[src/rtl/led_pkg.sv]
// Shared mode and direction encodings for the LED pattern/PWM driver.
package led_pkg;

  localparam int unsigned MODE_W = 2;

  localparam logic [MODE_W-1:0] MODE_ON     = 2'd0;
  localparam logic [MODE_W-1:0] MODE_BLINK  = 2'd1;
  localparam logic [MODE_W-1:0] MODE_CHASE  = 2'd2;
  localparam logic [MODE_W-1:0] MODE_BOUNCE = 2'd3;

  localparam logic DIR_UP   = 1'b0;
  localparam logic DIR_DOWN = 1'b1;

endpackage

[src/rtl/led_tick_gen.sv]
// Step-rate prescaler: counts 0..DIV-1 and flags the last count as tick.
module led_tick_gen #(
  parameter int unsigned DIV = 4
) (
  input  logic clk,
  input  logic rst,
  input  logic clr,
  output logic tick
);

  localparam int unsigned CNT_W = (DIV > 1) ? $clog2(DIV) : 1;
  localparam logic [CNT_W-1:0] LAST = CNT_W'(DIV - 1);

  logic [CNT_W-1:0] cnt;

  always_ff @(posedge clk) begin
    if (rst || clr) begin
      cnt <= '0;
    end else if (cnt == LAST) begin
      cnt <= '0;
    end else begin
      cnt <= cnt + CNT_W'(1);
    end
  end

  assign tick = (cnt == LAST);

endmodule

[src/rtl/led_pattern_pwm.sv]
// LED driver with global PWM brightness and ON/BLINK/CHASE/BOUNCE patterns.
module led_pattern_pwm
  import led_pkg::*;
#(
  parameter int unsigned N_LEDS   = 4,
  parameter int unsigned PWM_BITS = 8,
  parameter int unsigned CLK_HZ   = 25000000,
  parameter int unsigned STEP_HZ  = 4
) (
  input  logic                clk,
  input  logic                rst,
  input  logic                cfg_we,
  input  logic [MODE_W-1:0]   cfg_mode,
  input  logic [PWM_BITS-1:0] cfg_bright,
  output logic [N_LEDS-1:0]   led,
  output logic                step
);

  localparam int unsigned DIV = CLK_HZ / STEP_HZ;
  localparam logic [N_LEDS-1:0] LED_BIT0 = N_LEDS'(1);
  localparam logic [N_LEDS-1:0] LED_MSB  = LED_BIT0 << (N_LEDS - 1);

  logic [MODE_W-1:0]   mode;
  logic [PWM_BITS-1:0] bright;
  logic [PWM_BITS-1:0] pwm_cnt;
  logic [N_LEDS-1:0]   pattern;
  logic [N_LEDS-1:0]   pattern_nxt;
  logic [N_LEDS-1:0]   mask;
  logic                dir;
  logic                dir_nxt;
  logic                phase;
  logic                tick;
  logic                on;

  led_tick_gen #(
    .DIV (DIV)
  ) u_tick_gen (
    .clk  (clk),
    .rst  (rst),
    .clr  (cfg_w_clr()),
    .tick (tick)
  );

  function automatic logic cfg_w_clr();
    return cfg_we;
  endfunction

  // Next pattern/direction applied on a tick; a single LED never moves.
  always_comb begin
    pattern_nxt = pattern;
    dir_nxt     = dir;
    case (mode)
      MODE_CHASE: begin
        pattern_nxt = (pattern << 1) | (pattern >> (N_LEDS - 1));
      end
      MODE_BOUNCE: begin
        if (N_LEDS > 1) begin
          if (dir == DIR_UP) begin
            pattern_nxt = pattern << 1;
            if (pattern_nxt == LED_MSB) dir_nxt = DIR_DOWN;
          end else begin
            pattern_nxt = pattern >> 1;
            if (pattern_nxt == LED_BIT0) dir_nxt = DIR_UP;
          end
        end
      end
      default: ;
    endcase
  end

  always_comb begin
    mask = pattern;
    case (mode)
      MODE_ON:    mask = '1;
      MODE_BLINK: mask = phase ? '1 : '0;
      default:    mask = pattern;
    endcase
  end

  // Full-scale brightness is forced on so the legacy "all on" is steady.
  assign on = (pwm_cnt < bright) || (bright == '1);

  // A config write resyncs the pattern and swallows a coincident tick.
  always_ff @(posedge clk) begin
    if (rst) begin
      led     <= '0;
      step    <= 1'b0;
      mode    <= MODE_ON;
      bright  <= '1;
      pattern <= LED_BIT0;
      dir     <= DIR_UP;
      phase   <= 1'b1;
      pwm_cnt <= '0;
    end else begin
      pwm_cnt <= pwm_cnt + PWM_BITS'(1);
      led     <= mask & {N_LEDS{on}};
      if (cfg_we) begin
        mode    <= cfg_mode;
        bright  <= cfg_bright;
        pattern <= LED_BIT0;
        dir     <= DIR_UP;
        phase   <= 1'b1;
        step    <= 1'b0;
      end else begin
        step <= tick;
        if (tick) begin
          pattern <= pattern_nxt;
          dir     <= dir_nxt;
          if (mode == MODE_BLINK) phase <= ~phase;
        end
      end
    end
  end

endmodule

[config.mk]
export PLATFORM = sky130hd
export DESIGN_NAME = led_pattern_pwm
export DESIGN_NICKNAME = d
export VERILOG_FILES = /design/src/rtl/led_pkg.sv /design/src/rtl/led_tick_gen.sv /design/src/rtl/led_pattern_pwm.sv
export SDC_FILE = /design/constraint.sdc
export NUM_CORES = 1
export LEC_CHECK = 0
export BUFFER_PORTS_ARGS = -buffer_cell sky130_fd_sc_hd__buf_2
export CAP_MARGIN = 10
export CORE_ASPECT_RATIO = 0.6
export CORE_UTILIZATION = 55
export CTS_CLUSTER_SIZE = 8
export DETAILED_ROUTE_END_ITERATION = 7
export GPL_TIMING_DRIVEN = 0
export HOLD_SLACK_MARGIN = 0.08
export MAX_ROUTING_LAYER = met4
export PLACE_DENSITY_LB_ADDON = 0.12
export SLEW_MARGIN = 20
export SYNTH_ARGS = -nofsm -noshare
export SYNTH_HDL_FRONTEND = slang
export SYNTH_SLANG_ARGS = --single-unit
[constraint.sdc]
create_clock -name clk -period 2.15 [get_ports clk]
set_input_delay 0.1075 -clock clk [delete_from_list [all_inputs] [get_ports clk]]
set_output_delay 0.1075 -clock clk [all_outputs]
set_load 0.02 [all_outputs]
==> flow_summary_export.csv, run 1 <==
group,metric,value,unit
run_status,status,"completed",
drt,ant_nets,0,
cells_and_area,num-fill-cells,309,
critical_path,critPathKind,"reg -> reg",
drt,first_pass_iters,6,
critical_path,path_max_fanout,10,
placement,dp_cells,314,
cts,cts_max_level,2,
sta,finClkSkew,0.008563,ns
critical_path,crit_slowest_cell,"or4b_4",
sta,post-route-period-util,0.9464,
yosys,yosys.area.top_type,"dfxtp_1",
floorplan,placementRows,17,
sta,fmax,0.4915,GHz
drt,vias,1774,
cts,cts_setup_buffers,0,
global_route,grt_pass1_vias,1457,
cts,path_clk_slew,0.09,ns
drt,drc,0,
floorplan,start_util,0.5955,
pwr,total_power,1789,uW
cts,numCtsBuffers,5,
sta,tns,0,ns
sta,worstMarginPinSlew,0.7285,ns
global_route,grt_pass1_wl,7348,microns
sta,setup_violations,0,
critical_path,cp_cell_sequence,"or4b_4, nor4_4, nand3_2, nand2_1, buf_2, nor2_1",
cells_and_area,final_cells,332,
hold_path,worstHoldStart,"rst",
floorplan,die_x,84.89,microns
yosys,syn_area,2267,sq um
yosys,synth_area_leaders,"dfxtp_1 (46%), xor2_1 (8.1%), nor2_1 (6.5%)",
cts,cts.sinks,52,
global_route,grtUsageMet1,0.3609,
placement,gp_congestion,0.8742,
global_route,use_met3,0.05714,
sta,slew_headroom,0.5106,
flow_run,max_cap_viol_count,0,
yosys,postSynthNetCount,273,
critical_path,worstPathBufferInverterCount,1,
cts,cts_tree,"yes",
yosys,syn_area_per_cell,9.033,sq um
cells_and_area,post_route_cells_drive_above_1_share,0.1263,
pwr,p_per_area,679.1,nW/um^2
yosys,ys_types,40,
critical_path,reg2reg_from,"u_tick_gen.cnt[13]$_SDFF_PP0_",
global_route,track_usage,0.2330,
floorplan,dieHeight,51.73,microns
yosys,synth_top_area_frac,0.4592,
global_route,grt.met2_usage,0.2764,
yosys,netlist_instances,251,
global_route,antenna_found_initial,0,
cells_and_area,syn_to_final_growth,16.17,%
placement,io_buffers,16,
global_route,grt_max_degree,17,
critical_path,required,2.35,ns
yosys,ys_warn_count,0,
floorplan,pin_count,18,
cts,clock_latency,0.31,ns
placement,dp_hpwl,3242,microns
cells_and_area,diodes,0,
critical_path,cp-end-kind,"flip-flop",
yosys,seq_area_frac_synth,0.4592,
drt,via_per_inst,5.343,
hold_path,hp-class,"in -> reg",
cells_and_area,nets,306,
drt,wl_per_cell,13.70,microns
cts,root_buffer,"clkbuf_8",
sta,final_max_slew_viol_count,0,
yosys,synth_seq_cells,52,
critical_path,cp.arrival,2.24,ns
critical_path,startpoint,"u_tick_gen.cnt[13]$_SDFF_PP0_",
sta,hold_viol_final,0,
pwr,ir_drop,0.0003259,V
critical_path,worst_path_largest_cell_delay,0.56,ns
global_route,grt_overflow_total,0,
floorplan,core_area,3807,sq um
critical_path,start_kind,"flip-flop",
sta,min_period,2.035,ns
floorplan,fp.dieArea,4391,sq um
critical_path,crit_family,"simple AND/OR/NAND/NOR gates",
drt,wl,4549,microns
global_route,top_usage_layer,"met1",
drt,drt_first_iter_violations,92,
pwr,leakage,0.001103,uW
cts,clockBufferDepth,2,
sta,rsz0062_at_grt,"false",
-- where the power goes --
group | total (uW) | switching (uW) | internal [uW]
logic | 119 | 65.7 | 53.2
registers | 1000 | 14.6 | 987
clock network | 669 | 324 | 344
total | 1790 | 404 | 1380
-- per-layer routing --
| layer | vias up | routed length [microns] |
|---|---|---|
| met5 | - | 0 |
| met1 | 793 | 2539 |
| met3 | 8 | 267 |
| li1 | 922 | - |
| met4 | 0 | 82 |
| met2 | 51 | 1659 |
-- cell families (layout without fill, tap and decap cells) --
kind of cell,Yosys count,count (layout),share of synthesized area
muxes,5,5,0.02428
adders and majority gates,9,9,0.04967
xor gates and xnor gates,27,27,0.1043
and+or+nand+nor,113,113,0.2511
DFF,52,52,0.4592
buffers and inverters,20,54,0.03477
AOI/OAI and AO/OA,25,25,0.07671
-- Yosys cell counts --
master    instances
nand4_2           1
nand3_2           1
inv_1            13
buf_1             1
or4b_4            1
buf_2             2
and3b_1           1
nand4_1           8
xnor2_1           6
nor2b_1           1
dfxtp_1          52
a21oi_1           3
nor3b_2           1
o31a_1            1
nand2b_1          2
clkbuf_2          1
o221ai_1          1
or3_1             2
o31ai_1           1
a21o_1            1
or2_1             1
a21boi_0          4
o21ai_0           4
clkbuf_1          2
nor4_4            1
mux2i_1           4
nor2_1           39
nor3_1            5
ha_1              9
mux2_4            1
o211ai_1          7
nand2_1          23
and4_1            1
a221oi_1          1
and3_2            1
and3_1            7
nand3_1          17
a211oi_1          2
clkinv_1          1
xor2_1           21
-- final timing paths --
path | cells after the start | end | slack, ns
setup / recovery | 6 | u_tick_gen.cnt[18]$_SDFF_PP0_ | 0.12
hold / removal | 3 | pattern[0]$_SDFFE_PP1P_ | 0.09
setup reg to reg | 6 | u_tick_gen.cnt[18]$_SDFF_PP0_ | 0.12
hold reg to reg | 1 | pwm_cnt[0]$_SDFF_PP0_ | 0.46
-- cell usage in the layout (no fill, tap or decap), types with 5 or more instances in the layout --
cell / count
o211ai_1: 7
nand4_1: 8
buf_2: 18
inv_1: 13
nand2_1: 23
nor2_1: 39
and3_1: 7
dlygate4sd3_1: 10
dfxtp_1: 52
xnor2_1: 6
xor2_1: 21
ha_1: 9
nand3_1: 17
clkbuf_8: 5
-- flip-flops by register name, summed over array words and instances (netlist names) --
| name | flops |
|---|---|
| step | 1 |
| led | 4 |
| u_tick_gen.cnt | 23 |
| bright | 8 |
| mode | 2 |
| pattern | 4 |
| pwm_cnt | 8 |
| dir | 1 |
| phase | 1 |
-- worst min-delay path: stages --
cell and delay, ns:
buf_2 0.12, nor2_1 0.08, nand2_1 0.06
-- metrics by stage --
| step | area, sq um | setup WS [ns] | hold WS [ns] | util |
|---|---|---|---|---|
| CTS | 2623 | 0.08257 | 0.08812 | 0.6888 |
| finish | 2634 | 0.1153 | 0.08557 | 0.6918 |
| global route | 2634 | 0.001117 | 0.09670 | 0.6918 |
| global placement | 2406 | 0.09922 | 0.3206 | 0.6319 |
| floorplan | 2267 | 0.3493 | 0.2241 | - |
| detailed placement | 2406 | 0.03823 | 0.3295 | 0.6319 |
-- layout make-up --
cell class	count	area [sq um]	share of cell area
inverter	14	52.55	0.01995
timing repair buffer	26	180.2	0.06841
clock buffer	5	68.82	0.02613
buffer	6	26.28	0.009976
multi-input combinational	179	1164	0.4418
tap	47	58.81	0.02233
clock inverter	3	42.54	0.01615
sequential	52	1041	0.3952
-- timing repair --
item,in CTS,in global routing
hold buffers,10,0
setup endpoints to repair,1,7
resized for setup,1,2
pin swaps,0,0
hold endpoints to repair,10,0
No activity file was read; power rests on OpenSTA's default activity.
==> run 2, diff against run 1 <==
--- a/config.mk
+++ b/config.mk
@@ -8,6 +8,7 @@
 export BUFFER_PORTS_ARGS = -buffer_cell sky130_fd_sc_hd__buf_2
 export CAP_MARGIN = 10
 export CORE_ASPECT_RATIO = 0.6
+export CORE_MARGIN = 5
 export CORE_UTILIZATION = 55
 export CTS_CLUSTER_SIZE = 8
 export DETAILED_ROUTE_END_ITERATION = 7
==> constraint.sdc (replaced) <==
create_clock -name clk -period 2.15 [get_ports clk]
set_input_delay 0.215 -clock clk [delete_from_list [all_inputs] [get_ports clk]]
set_output_delay 0.215 -clock clk [all_outputs]
set_load 0.02 [all_outputs]
==> flow_summary_export.csv, run 2 (synthesized netlist as in run 1, its figures left out) <==
group,metric,value,unit
critical_path,cp.arrival,2.18,ns
drt,vias,1704,
pwr,seq_power_share,0.596,
drt,wl_per_cell,13.29,microns
cells_and_area,final_util,0.6207,
sta,setup_violations,0,
cells_and_area,layout_commonest_cell,"dfxtp_1",
placement,io_buffers,16,
critical_path,path_max_fanout,10,
placement,dp_hpwl,3274,microns
cells_and_area,post_route_cells_drive_above_1_share,0.1273,
cts,cts.sinks,52,
drt,via_per_inst,5.243,
pwr,power.switching,390.6,uW
sta,final_max_slew_viol_count,0,
floorplan,start_util,0.5593,
cells_and_area,layout_common_cells,"dfxtp_1 (52), nor2_1 (39), nand2_1 (23), xor2_1 (21)",
pwr,internal-power,1291,uW
cts,numCtsBuffers,5,
floorplan,fp.dieArea,5548,sq um
pwr,power.share.combinational,0.063,
pwr,ir_drop,0.0004864,V
cells_and_area,largest_reg_flops,23,
cells_and_area,num-fill-cells,362,
cts,cts_tree,"yes",
cells_and_area,nets,296,
run_status,status,"completed",
pwr,p_per_area,668.2,nW/um^2
floorplan,die_x,92.89,microns
cells_and_area,syn_to_final_growth,10.98,%
floorplan,dieHeight,59.73,microns
global_route,use_met3,0.05031,
hold_path,hp-class,"in -> reg",
sta,min_period,1.990,ns
pwr,total_power,1681,uW
cells_and_area,diodes,0,
sta,post-route-period-util,0.9258,
cts,root_buffer,"clkbuf_8",
pwr,switching_share,0.2323,
sta,hold_slack,0.1231,ns
sta,tns,0,ns
sta,worstMarginPinSlew,0.7440,ns
global_route,track_usage,0.1769,
cells_and_area,largestRegisters,"u_tick_gen.cnt: 23 flops, bright: 8 flops, pwm_cnt: 8 flops",
cells_and_area,stdcell_area,2516,sq um
placement,place_area,2410,sq um
drt,first_pass_iters,4,
flow_run,max_cap_viol_count,0,
cts,cts_max_level,2,
sta,slew_headroom,0.5002,
global_route,grt.met2_usage,0.2231,
drt,drc,0,
drt,ant_nets,0,
global_route,grt_max_degree,16,
global_route,grt_pass1_wl,7314,microns
sta,fmax,0.5024,GHz
cts,clock_latency,0.30,ns
cts,path_clk_slew,0.09,ns
drt,wl,4319,microns
global_route,grt_overflow_total,0,
floorplan,pin_count,18,
placement,gp_congestion,0.8741,
floorplan,placementRows,18,
drt,drt_first_iter_violations,98,
sta,hold_viol_final,0,
global_route,grtUsageMet1,0.2650,
global_route,antenna_found_initial,0,
cells_and_area,regMostFlops,"u_tick_gen.cnt",
sta,finClkSkew,0.006016,ns
global_route,top_usage_layer,"met1",
critical_path,required,2.34,ns
critical_path,critPathKind,"reg -> reg",
sta,rsz0062_at_grt,"false",
critical_path,cp-end-kind,"flip-flop",
floorplan,core_area,4054,sq um
pwr,leakage,0.001053,uW
cts,clockBufferDepth,2,
pwr,clockPowerShare,0.341,
global_route,grt_pass1_vias,1529,
critical_path,start_kind,"flip-flop",
[run 2: final cells by class]
class                   instances  area, sq um  area share
plain buffers                   6        28.78     0.01144
clock buffers                   7        86.33     0.03431
clock inverters                 1        7.507    0.002984
inverters                      14        52.55     0.02089
multi-input cells             179         1157      0.4600
flip-flops and latches         52         1041      0.4137
well taps                      50        62.56     0.02486
repair buffers                 16        80.08     0.03183
[run 2: critical path, stage by stage (launching register included)]
cell	delay [ns]
dfxtp_1	0.37
or4b_4	0.56
nor4_4	0.28
nand3_2	0.19
nand2_1	0.18
buf_2	0.23
nor2_1	0.08
[run 2: final timing paths]
check | from | slack, ns | end | depth (start not counted)
max reg2reg | u_tick_gen.cnt[13]$_SDFF_PP0_ | 0.16 | u_tick_gen.cnt[9]$_SDFF_PP0_ | 6
min reg2reg | pwm_cnt[0]$_SDFF_PP0_ | 0.46 | pwm_cnt[0]$_SDFF_PP0_ | 1
min | cfg_bright[6] | 0.12 | bright[6]$_SDFFE_PP1P_ | 3
max | u_tick_gen.cnt[13]$_SDFF_PP0_ | 0.16 | u_tick_gen.cnt[9]$_SDFF_PP0_ | 6
[run 2: timing repair]
item	4_1_cts	5_1_grt
hold buffers	0	0
setup endpoints to repair	0	12
setup buffers	0	0
gates resized for setup	0	3
[run 2: metal layers]
metal  wire length [microns]  vias up  part of all wire
met5                       0        -                 0
met4                      34        0            0.0079
met3                     136        4             0.031
met2                    1621       26              0.38
met1                    2526      775              0.58
li1                        -      899                 -
[run 2: power groups by stage]
stage	Combinational [uW]	Clock (uW)	Sequential, uW
2_1_floorplan	63.0	0	1030
3_3_place_gp	103	0	1020
3_5_place_dp	106	0	1020
4_1_cts	107	594	1000
5_1_grt	121	628	1000
6_report	106	574	1000
[run 2: stage by stage]
step / std cells / setup slack, ns
floorplan: 251 / 0.3493
global placement: 317 / 0.1459
detailed placement: 317 / 0.1525
CTS: 325 / 0.1382
global route: 325 / 0.01973
finish: 325 / 0.1596
